===== src/rtl/reaction_timer_multi.sv =====
// reaction_timer_multi
//   Multi-player reaction-time tester. A rising edge on start arms a
//   pseudo-random delay; when it expires the stimulus LED lights and each
//   player's first stop edge latches the running millisecond count. Early
//   presses are fouls. Completed trials feed min/max/average statistics
//   over player 0, with the average from a bit-serial restoring divider.
// Ports
//   clk_50M      in   system clock, rising edge
//   clear        in   synchronous active-high reset, also clears statistics
//   start        in   debounced level, rising edge starts a trial
//   stop         in   debounced levels, one per player, rising edge = response
//   led          out  stimulus indicator
//   busy         out  high while waiting or timing
//   count        out  live tick count
//   times        out  latched result per player, player i at [i*CNT_W +: CNT_W]
//   foul         out  per-player early-press flags
//   winner       out  lowest index among the fastest players
//   winner_valid out  winner is meaningful (not every time saturated)
//   stat_min/max out  extreme player-0 results
//   stat_avg     out  truncated player-0 average
//   stat_cnt     out  number of trials in the statistics (saturates at 255)
//   avg_valid    out  stat_avg reflects the latest statistics
module reaction_timer_multi #(
  parameter int unsigned CLK_HZ       = 50_000_000,
  parameter int unsigned TICK_HZ      = 1000,
  parameter int unsigned MIN_DELAY_MS = 2000,
  parameter int unsigned MAX_DELAY_MS = 6000,
  parameter int unsigned MAX_COUNT    = 999,
  parameter int unsigned PLAYERS      = 2,
  parameter logic [15:0] LFSR_SEED    = 16'hACE1,
  localparam int unsigned CNT_W       = $clog2(MAX_COUNT + 1),
  localparam int unsigned PW          = (PLAYERS > 1) ? $clog2(PLAYERS) : 1
) (
  input  logic                     clk_50M,
  input  logic                     clear,
  input  logic                     start,
  input  logic [PLAYERS-1:0]       stop,
  output logic                     led,
  output logic                     busy,
  output logic [CNT_W-1:0]         count,
  output logic [PLAYERS*CNT_W-1:0] times,
  output logic [PLAYERS-1:0]       foul,
  output logic [PW-1:0]            winner,
  output logic                     winner_valid,
  output logic [CNT_W-1:0]         stat_min,
  output logic [CNT_W-1:0]         stat_max,
  output logic [CNT_W-1:0]         stat_avg,
  output logic [7:0]               stat_cnt,
  output logic                     avg_valid
);

  localparam int unsigned TICK_DIV = CLK_HZ / TICK_HZ;
  localparam int unsigned PSC_W    = (TICK_DIV > 1) ? $clog2(TICK_DIV) : 1;
  localparam int unsigned DLY_W    = $clog2(MAX_DELAY_MS + 1);
  localparam int unsigned RANGE    = MAX_DELAY_MS - MIN_DELAY_MS + 1;
  localparam int unsigned SUM_W    = CNT_W + 8;
  localparam int unsigned STEP_W   = $clog2(SUM_W + 1);
  localparam logic [CNT_W-1:0] CMAX = CNT_W'(MAX_COUNT);

  typedef enum logic [2:0] {S_IDLE, S_WAIT, S_RUN, S_DONE, S_FOUL} state_t;

  state_t r_state, w_state_next;

  logic                     r_start_q;
  logic [PLAYERS-1:0]       r_stop_q;
  logic [15:0]              r_lfsr;
  logic [PSC_W-1:0]         r_psc;
  logic [DLY_W-1:0]         r_delay;
  logic [CNT_W-1:0]         r_count;
  logic [PLAYERS*CNT_W-1:0] r_times;
  logic [PLAYERS-1:0]       r_latched;
  logic [PLAYERS-1:0]       r_foul;
  logic [PW-1:0]            r_winner;
  logic                     r_wvalid;
  logic                     r_led;
  logic [CNT_W-1:0]         r_min, r_max, r_avg;
  logic [SUM_W-1:0]         r_sum;
  logic [7:0]               r_scnt;
  logic                     r_avg_valid;
  logic                     r_div_busy;
  logic [SUM_W-1:0]         r_dq;
  logic [7:0]               r_rem;
  logic [7:0]               r_dvs;
  logic [STEP_W-1:0]        r_div_left;

  logic                     w_start_edge;
  logic [PLAYERS-1:0]       w_stop_edge;
  logic                     w_tick;
  logic [47:0]              w_prod;
  logic [DLY_W-1:0]         w_delay_smp;
  logic [PLAYERS*CNT_W-1:0] w_times_n;
  logic [PLAYERS-1:0]       w_latched_n;
  logic                     w_count_hit;
  logic                     w_all_latched;
  logic [PW-1:0]            w_win;
  logic [CNT_W-1:0]         w_best;
  logic                     w_win_valid;
  logic                     w_go, w_to_run, w_to_done, w_to_foul;
  logic                     w_sat;
  logic [CNT_W-1:0]         w_v;
  logic [SUM_W-1:0]         w_sum_n;
  logic [7:0]               w_scnt_n;
  logic [8:0]               w_rs;
  logic                     w_ge;
  logic [7:0]               w_rem_n;
  logic [SUM_W-1:0]         w_dq_n;

  assign w_start_edge = start & ~r_start_q;
  assign w_stop_edge  = stop & ~r_stop_q;
  assign w_tick       = (r_psc == PSC_W'(TICK_DIV - 1));

  // Scale the LFSR value into [MIN, MAX] without a modulo.
  assign w_prod      = {32'd0, r_lfsr} * 48'(RANGE);
  assign w_delay_smp = DLY_W'(48'(MIN_DELAY_MS) + (w_prod >> 16));

  // Latch first edges at the pre-increment count; on saturation fill the rest.
  always_comb begin
    w_times_n   = r_times;
    w_latched_n = r_latched;
    w_count_hit = w_tick && (r_count == CMAX - CNT_W'(1));
    for (int unsigned i = 0; i < PLAYERS; i++) begin
      if (w_stop_edge[i] && !r_latched[i]) begin
        w_times_n[i*CNT_W +: CNT_W] = r_count;
        w_latched_n[i]              = 1'b1;
      end else if (w_count_hit && !r_latched[i]) begin
        w_times_n[i*CNT_W +: CNT_W] = CMAX;
      end
    end
    w_all_latched = &w_latched_n;
  end

  // Strict less-than keeps the lowest index on ties.
  always_comb begin
    w_win  = '0;
    w_best = w_times_n[0 +: CNT_W];
    for (int unsigned i = 1; i < PLAYERS; i++) begin
      if (w_times_n[i*CNT_W +: CNT_W] < w_best) begin
        w_best = w_times_n[i*CNT_W +: CNT_W];
        w_win  = PW'(i);
      end
    end
    w_win_valid = (w_best != CMAX);
  end

  always_comb begin
    w_state_next = r_state;
    w_go         = 1'b0;
    w_to_run     = 1'b0;
    w_to_done    = 1'b0;
    w_to_foul    = 1'b0;
    unique case (r_state)
      S_IDLE, S_DONE, S_FOUL: begin
        if (w_start_edge) begin
          w_state_next = S_WAIT;
          w_go         = 1'b1;
        end
      end
      S_WAIT: begin
        if (|w_stop_edge) begin
          w_state_next = S_FOUL;
          w_to_foul    = 1'b1;
        end else if (w_tick && (r_delay == DLY_W'(1))) begin
          w_state_next = S_RUN;
          w_to_run     = 1'b1;
        end
      end
      S_RUN: begin
        if (w_all_latched || w_count_hit) begin
          w_state_next = S_DONE;
          w_to_done    = 1'b1;
        end
      end
      default: w_state_next = S_IDLE;
    endcase
  end

  assign w_v      = w_times_n[0 +: CNT_W];
  assign w_sat    = (r_scnt == 8'hFF);
  assign w_sum_n  = w_sat ? r_sum : r_sum + SUM_W'(w_v);
  assign w_scnt_n = w_sat ? r_scnt : r_scnt + 8'd1;

  // Restoring division: dividend shifts out the top while quotient bits enter below.
  assign w_rs    = {r_rem, r_dq[SUM_W-1]};
  assign w_ge    = (w_rs >= {1'b0, r_dvs});
  assign w_rem_n = w_ge ? 8'(w_rs - {1'b0, r_dvs}) : w_rs[7:0];
  assign w_dq_n  = {r_dq[SUM_W-2:0], w_ge};

  always_ff @(posedge clk_50M) begin
    if (clear) r_state <= S_IDLE;
    else       r_state <= w_state_next;
  end

  always_ff @(posedge clk_50M) begin
    if (clear) begin
      // Held buttons must not look like fresh edges once clear releases.
      r_start_q   <= start;
      r_stop_q    <= stop;
      r_lfsr      <= LFSR_SEED;
      r_psc       <= '0;
      r_delay     <= '0;
      r_count     <= '0;
      r_times     <= '0;
      r_latched   <= '0;
      r_foul      <= '0;
      r_winner    <= '0;
      r_wvalid    <= 1'b0;
      r_led       <= 1'b0;
      r_min       <= CMAX;
      r_max       <= '0;
      r_avg       <= '0;
      r_sum       <= '0;
      r_scnt      <= '0;
      r_avg_valid <= 1'b0;
      r_div_busy  <= 1'b0;
      r_dq        <= '0;
      r_rem       <= '0;
      r_dvs       <= '0;
      r_div_left  <= '0;
    end else begin
      r_start_q <= start;
      r_stop_q  <= stop;
      r_lfsr    <= {r_lfsr[14:0], r_lfsr[15] ^ r_lfsr[13] ^ r_lfsr[12] ^ r_lfsr[10]};
      r_psc     <= w_tick ? '0 : r_psc + PSC_W'(1);

      if (r_state == S_WAIT && w_tick) r_delay <= r_delay - DLY_W'(1);
      if (w_to_foul) r_foul <= w_stop_edge;
      if (w_to_run) begin
        r_led   <= 1'b1;
        r_count <= '0;
      end
      if (r_state == S_RUN) begin
        r_times   <= w_times_n;
        r_latched <= w_latched_n;
        if (w_tick && r_count != CMAX) r_count <= r_count + CNT_W'(1);
      end

      if (w_to_done) begin
        r_led       <= 1'b0;
        r_winner    <= w_win;
        r_wvalid    <= w_win_valid;
        r_sum       <= w_sum_n;
        r_scnt      <= w_scnt_n;
        if (!w_sat && w_v < r_min) r_min <= w_v;
        if (!w_sat && w_v > r_max) r_max <= w_v;
        r_avg_valid <= 1'b0;
        r_div_busy  <= 1'b1;
        r_dq        <= w_sum_n;
        r_rem       <= '0;
        r_dvs       <= w_scnt_n;
        r_div_left  <= STEP_W'(SUM_W);
      end else if (r_div_busy && !w_go) begin
        r_dq       <= w_dq_n;
        r_rem      <= w_rem_n;
        r_div_left <= r_div_left - STEP_W'(1);
        if (r_div_left == STEP_W'(1)) begin
          r_div_busy  <= 1'b0;
          r_avg       <= w_dq_n[CNT_W-1:0];
          r_avg_valid <= 1'b1;
        end
      end

      if (w_go) begin
        r_psc      <= '0;
        r_delay    <= w_delay_smp;
        r_count    <= '0;
        r_times    <= '0;
        r_latched  <= '0;
        r_foul     <= '0;
        r_wvalid   <= 1'b0;
        r_div_busy <= 1'b0;
      end
    end
  end

  assign led          = r_led;
  assign busy         = (r_state == S_WAIT) || (r_state == S_RUN);
  assign count        = r_count;
  assign times        = r_times;
  assign foul         = r_foul;
  assign winner       = r_winner;
  assign winner_valid = r_wvalid;
  assign stat_min     = r_min;
  assign stat_max     = r_max;
  assign stat_avg     = r_avg;
  assign stat_cnt     = r_scnt;
  assign avg_valid    = r_avg_valid;

endmodule


===== config.mk =====
export PLATFORM = sky130hd
export DESIGN_NAME = reaction_timer_multi
export DESIGN_NICKNAME = d
export VERILOG_FILES = /design/src/rtl/reaction_timer_multi.sv
export SDC_FILE = /design/constraint.sdc
export NUM_CORES = 1
export LEC_CHECK = 0
export BUFFER_PORTS_ARGS = -buffer_cell sky130_fd_sc_hd__buf_2
export CORE_MARGIN = 2
export CORE_UTILIZATION = 35
export CTS_CLUSTER_SIZE = 8
export DETAILED_ROUTE_END_ITERATION = 8
export MAX_ROUTING_LAYER = met4
export PLACE_DENSITY = 0.49
export SLEW_MARGIN = 10
export SYNTH_ARGS = -nofsm -noshare
export SYNTH_HDL_FRONTEND = slang
export SYNTH_SLANG_ARGS = --single-unit

===== constraint.sdc =====
create_clock -name clk_50M -period 5.18 [get_ports clk_50M]
set_input_delay 0.518 -clock clk_50M [delete_from_list [all_inputs] [get_ports clk_50M]]
set_output_delay 0.518 -clock clk_50M [all_outputs]
set_load 0.01 [all_outputs]

==> qor.yml, run 1 <==
cp_cell_sequence: "inv_4 > fa_1 > fa_2 > fa_1 > fa_2 > fa_2 > inv_2 > ha_4 > a21o_1 > a21o_4 > a41oi_4 > buf_6 > o211ai_1 > xnor2_1 > buf_4 > nand3_4 > buf_6 > o31a_1 > nor2_2 > o31ai_1"
post-route-period-util: 0.995
max-slew-margin-rel: 0.192
crit_type: "register to register"
drtPass1Iterations: 4
crit_fanout: 5
clockBufferDepth: 2
tns_ps: 0
viasPerCell: 4.96
finalMaxSlewViolations: 0
synthCells: 1427
final_common_cell: "nor2_1"
reg2reg_to: "r_delay[10]"
crit_buf_inv: 5
root_buffer: "clkbuf_16"
endpoint: "r_delay[10]"
status: "finished clean"
setup.worst_path.end_class: "register"
die_w_um: 193
ys_seq_area_frac: 0.284
cp.required_ps: 5490
grt.total_usage: 0.180
drc: 0
cap_violations: 0
clk_pin_slew_worst_paths_ps: 70
wire_per_inst_um: 15.4
hold_slack_ps: 199
fin_skew_ps: 13.1
start_util: 0.353
power_mw: 8.83
clk_latency_ps: 450
min_path_type: "input port to register"
fillers: 3549
io_buffer_count: 79
r2r-start: "r_lfsr[2]"
cts-hold-fix-buffers: 0
die_y_um: 193
finalSetupViolCount: 0
post-route-util: 0.421
antennaDiodeCount: 0
post-route-min-period_ps: 5150
finalHoldViolCount: 0
overflow: 0
vias: 10099
synthToLayoutAreaGrowth_pct: 19.4
synth_nets: 1635
cp_slowest_cell: "fa_2"
rrSetupSlack_ps: 30
drive_gt1_frac: 0.189
startpoint: "r_lfsr[2]"
numCtsBuffers: 17
reg2reg_depth: 20
rows: 69
ir_worst_vdd_v: 0.000481
fmax_ghz: 0.194
power_density_mw_per_mm2: 594
wl_um: 31400
drt_iter0_markers: 488
coreArea_mm2: 0.0353
synth_cell_types: 77
async_flop_share: 0
slowest_delay_ps: 580
crit_arrival_ps: 5460
cts_tree: "done"
grt_antenna_before_repair: 0
synth-seq-cells: 177
p_leak_nw: 6.39
detail-route-antenna-nets: 0
ctsHtreeMaxLevel: 4
grt_pass1_wl_um: 51700
nets: 1770
grt_pass1_vias: 10008
rsz0062_at_grt: "true"
hpwl_um: 23600
worstMarginPinSlew_ps: 1210
clock_sinks: 177
final_cell_mix: "172 x nor2_1, 167 x dfxtp_1, 132 x inv_1, 127 x ha_1, 119 x nand2_1"
grt_max_degree: 65
finalWeightedCongestion: 0.843
synth.avg_cell_area_um2: 8.73
crit_top_cell: "fa_2"
syn_area_mm2: 0.0125
cpLargestDelayFamily: "adder cells"
synth_flop_cell: "dfxtp_1"
startpoint_type: "register"
cp.depth: 20
die_area_mm2: 0.0371
yosysWarnings: 0
io_pins: 80
synth-edff-count: 0
-- layer usage --
layer	up-vias	global-route usage	wire, um
met5	-	-	0
met4	0	0.0370	265
li1	5153	-	-
met1	4798	0.246	16100
met3	21	0.0300	1040
met2	127	0.281	14000
-- what timing repair did --
action | 4_1_cts | 5_1_grt
endpoints found under the setup margin | 8 | 8
gates cloned | 0 | 0
setup buffers | 9 | 5
resized for setup | 35 | 29
pin swaps | 41 | 34
-- synthesized netlist by cell type (all sizes together), types with 5 or more instances --
library cell	count	share of area
dfxtp	177	0.28
nor2	175	0.053
inv	143	0.043
ha	139	0.14
nand2	121	0.036
a21oi	85	0.035
fa	64	0.10
xnor2	45	0.032
clkbuf	42	0.013
xor2	39	0.027
mux2i	35	0.028
o21ai	31	0.013
a211oi	28	0.018
nand3	27	0.012
nand4	24	0.013
nor2b	21	0.011
nor3	18	0.0072
a21o	17	0.010
and3	15	0.0075
nand2b	13	0.0065
or2	12	0.0060
buf	11	0.0051
o22a	11	0.0077
a211o	10	0.0070
nor4	10	0.0067
o211ai	10	0.0064
a311oi	9	0.0063
and2	8	0.0040
or3	8	0.0040
a31oi	7	0.0035
a22oi	6	0.0036
a31o	6	0.0042
o21a	5	0.0030
o21bai	5	0.0030
o31ai	5	0.0034
-- registers in the layout (all words and copies together), names as in the netlist, 3 cells and up --
register    count
count          10
r_sum          18
r_rem           8
stat_max       10
r_state         3
r_div_left      5
r_dvs           8
r_lfsr         16
r_delay        13
stat_avg       10
r_psc          16
stat_min       10
r_dq           18
times          20
-- kinds of logic (layout without fill, tap and decap cells) --
family                   Yosys count  in the layout  share of synthesized area
AO/OA/AOI/OAI                    262            262                      0.146
adder cells (fa/ha/maj)          203            203                      0.242
buffers and inverters            196            344                     0.0611
AND/OR/NAND/NOR                  469            469                      0.178
multiplexers                      36             36                     0.0290
flip-flops                       177            177                      0.284
XOR/XNOR                          84             84                     0.0590
-- cell type report --
cell class              count  area, um2  share of cell area
clock buffers              18        429              0.0289
clock inverters            14        179              0.0120
inverters                 143        539              0.0363
multi-input cells        1054       8510               0.572
flip-flops and latches    177       3560               0.239
well taps                 461        577              0.0388
repair buffers            169       1080              0.0727
-- how the worst min path moves through the flow --
stage | start | to | slack (ps) | depth (start not counted)
finish | start | r_start_q | 200 | 1
global route | start | r_start_q | 180 | 1
CTS | start | r_start_q | 170 | 1
detailed placement | led | led | 440 | 2
global placement | r_psc[0] | r_psc[0] | 430 | 1
floorplan | r_psc[0] | r_psc[0] | 410 | 1
-- per-stage QoR --
| step | cell area [um2] | std cells | setup slack [ps] |
|---|---|---|---|
| 2_1_floorplan | 12500 | 1427 | 9.08 |
| 3_3_place_gp | 13900 | 1991 | -155 |
| 3_5_place_dp | 13900 | 1991 | -264 |
| 4_1_cts | 14700 | 2032 | 0.641 |
| 5_1_grt | 14900 | 2036 | -177 |
| 6_report | 14900 | 2036 | 27.9 |
-- power breakdown --
part	internal [mW]	leakage (nW)	total, mW	switching, mW
registers	1.42	1.44	1.47	0.0548
logic	2.99	4.65	5.96	2.97
clock network	0.771	0.299	1.40	0.628
(Power assumes the default switching activity.)
==> inputs of run 2 (changes only) <==
--- a/config.mk
+++ b/config.mk
@@ -10,7 +10,6 @@
 export CORE_UTILIZATION = 35
 export CTS_CLUSTER_SIZE = 8
 export DETAILED_ROUTE_END_ITERATION = 8
-export MAX_ROUTING_LAYER = met4
 export PLACE_DENSITY = 0.49
 export SLEW_MARGIN = 10
 export SYNTH_ARGS = -nofsm -noshare
==> run 2 against run 1 <==
  * Hold slack improved by 1.1 ps
  * Sequential power about the same
  * Non-clock buffer count is the same
  * Register-to-register slack about the same
==> qor.yml, run 2 (synthesis gave the netlist of run 1 again) <==
post-route-period-util: 0.995
overflow: 0
p_leak_nw: 6.39
finalHoldViolCount: 0
power_mw: 8.83
placed_cells_incl_taps: 1991
wl_um: 31400
clockBufferDepth: 2
drive_gt1_frac: 0.189
wire_per_inst_um: 15.4
drt_iter0_markers: 534
grt_pass1_vias: 10026
clk_latency_ps: 450
grt_max_degree: 65
drc: 0
drtPass1Iterations: 5
detail-route-antenna-nets: 0
post-route-min-period_ps: 5160
synthToLayoutAreaGrowth_pct: 19.4
worstMarginPinSlew_ps: 1210
finalMaxSlewViolations: 0
crit_arrival_ps: 5460
cap_violations: 0
finalWeightedCongestion: 0.830
startpoint_type: "register"
clk_pin_slew_worst_paths_ps: 70
nets: 1770
min_path_type: "input port to register"
status: "finished clean"
clock_sinks: 177
root_buffer: "clkbuf_16"
io_buffer_count: 79
final_common_cell: "nor2_1"
power_density_mw_per_mm2: 594
grt.total_usage: 0.175
vias: 10086
start_util: 0.353
die_w_um: 193
cp.required_ps: 5490
fin_skew_ps: 12.5
ctsHtreeMaxLevel: 4
rows: 69
fmax_ghz: 0.194
finalSetupViolCount: 0
grt_pass1_wl_um: 51600
hpwl_um: 23600
max-slew-margin-rel: 0.195
crit_type: "register to register"
setup.worst_path.end_class: "register"
cts_tree: "done"
ir_worst_vdd_v: 0.000481
grt_antenna_before_repair: 0
largest_reg_flops: 20
rsz0062_at_grt: "true"
final_cell_mix: "172 x nor2_1, 167 x dfxtp_1, 132 x inv_1, 127 x ha_1, 119 x nand2_1"
tns_ps: 0
finalNonFillerCells: 2036
die_area_mm2: 0.0371
antennaDiodeCount: 0
die_y_um: 193
crit_fanout: 5
coreArea_mm2: 0.0353
numCtsBuffers: 17
viasPerCell: 4.95
io_pins: 80
## run 2: final timing paths
path,start,cells after the start,slack (ps),endpoint
setup / recovery,r_lfsr[2],20,20,r_delay[10]
hold / removal,start,1,200,r_start_q
setup reg to reg,r_lfsr[2],20,20,r_delay[10]
hold reg to reg,r_psc[0],1,440,r_psc[0]
## run 2: power by group
| part | switching, mW | leakage (nW) | internal (mW) |
|---|---|---|---|
| clock network | 0.626 | 0.299 | 0.771 |
| registers | 0.0551 | 1.44 | 1.42 |
| logic | 2.97 | 4.65 | 2.99 |
| total | 3.65 | 6.39 | 5.18 |
## run 2: layer usage
metal / vias to the layer above / share of wire / global-route usage
met5: - / 0 / 0
met2: 121 / 0.45 / 0.280
li1: 5157 / - / -
met1: 4789 / 0.51 / 0.246
met4: 0 / 0.0088 / 0.0370
met3: 19 / 0.034 / 0.0304
## run 2: area by class of cell
class / instances / area [um2]
Fill cell: 3549 / 20400
Multi-Input combinational cell: 1054 / 8510
Sequential cell: 177 / 3560
Timing Repair Buffer: 169 / 1080
Tap cell: 461 / 577
Inverter: 143 / 539
Clock buffer: 18 / 429
Clock inverter: 14 / 179
## run 2: timing repair
action,CTS,global route
hold buffers,0,0
setup endpoints to repair,8,8
gates resized for setup,35,29
buffers inserted,9,5
pin swaps,41,34
## run 2: critical path, cell delays in order (launching register included)
cell and delay (ps):
dfxtp_4 380, inv_4 50, fa_1 560, fa_2 450, fa_1 520, fa_2 450
fa_2 580, inv_2 40, ha_4 140, a21o_1 190, a21o_4 230, a41oi_4 280
buf_6 140, o211ai_1 90, xnor2_1 150, buf_4 140, nand3_4 100, buf_6 150
o31a_1 240, nor2_2 90, o31ai_1 60
## run 2: through the flow
stage               hold WS (ps)  instance area (um2)  utilization  worst slack (ps)
floorplan                    413                12500            -              9.08
global placement             431                13900        0.392              -155
detailed placement           438                13900        0.392              -264
CTS                          169                14700        0.416             0.641
global route                 179                14900        0.421              -177
finish                       200                14900        0.421              24.8
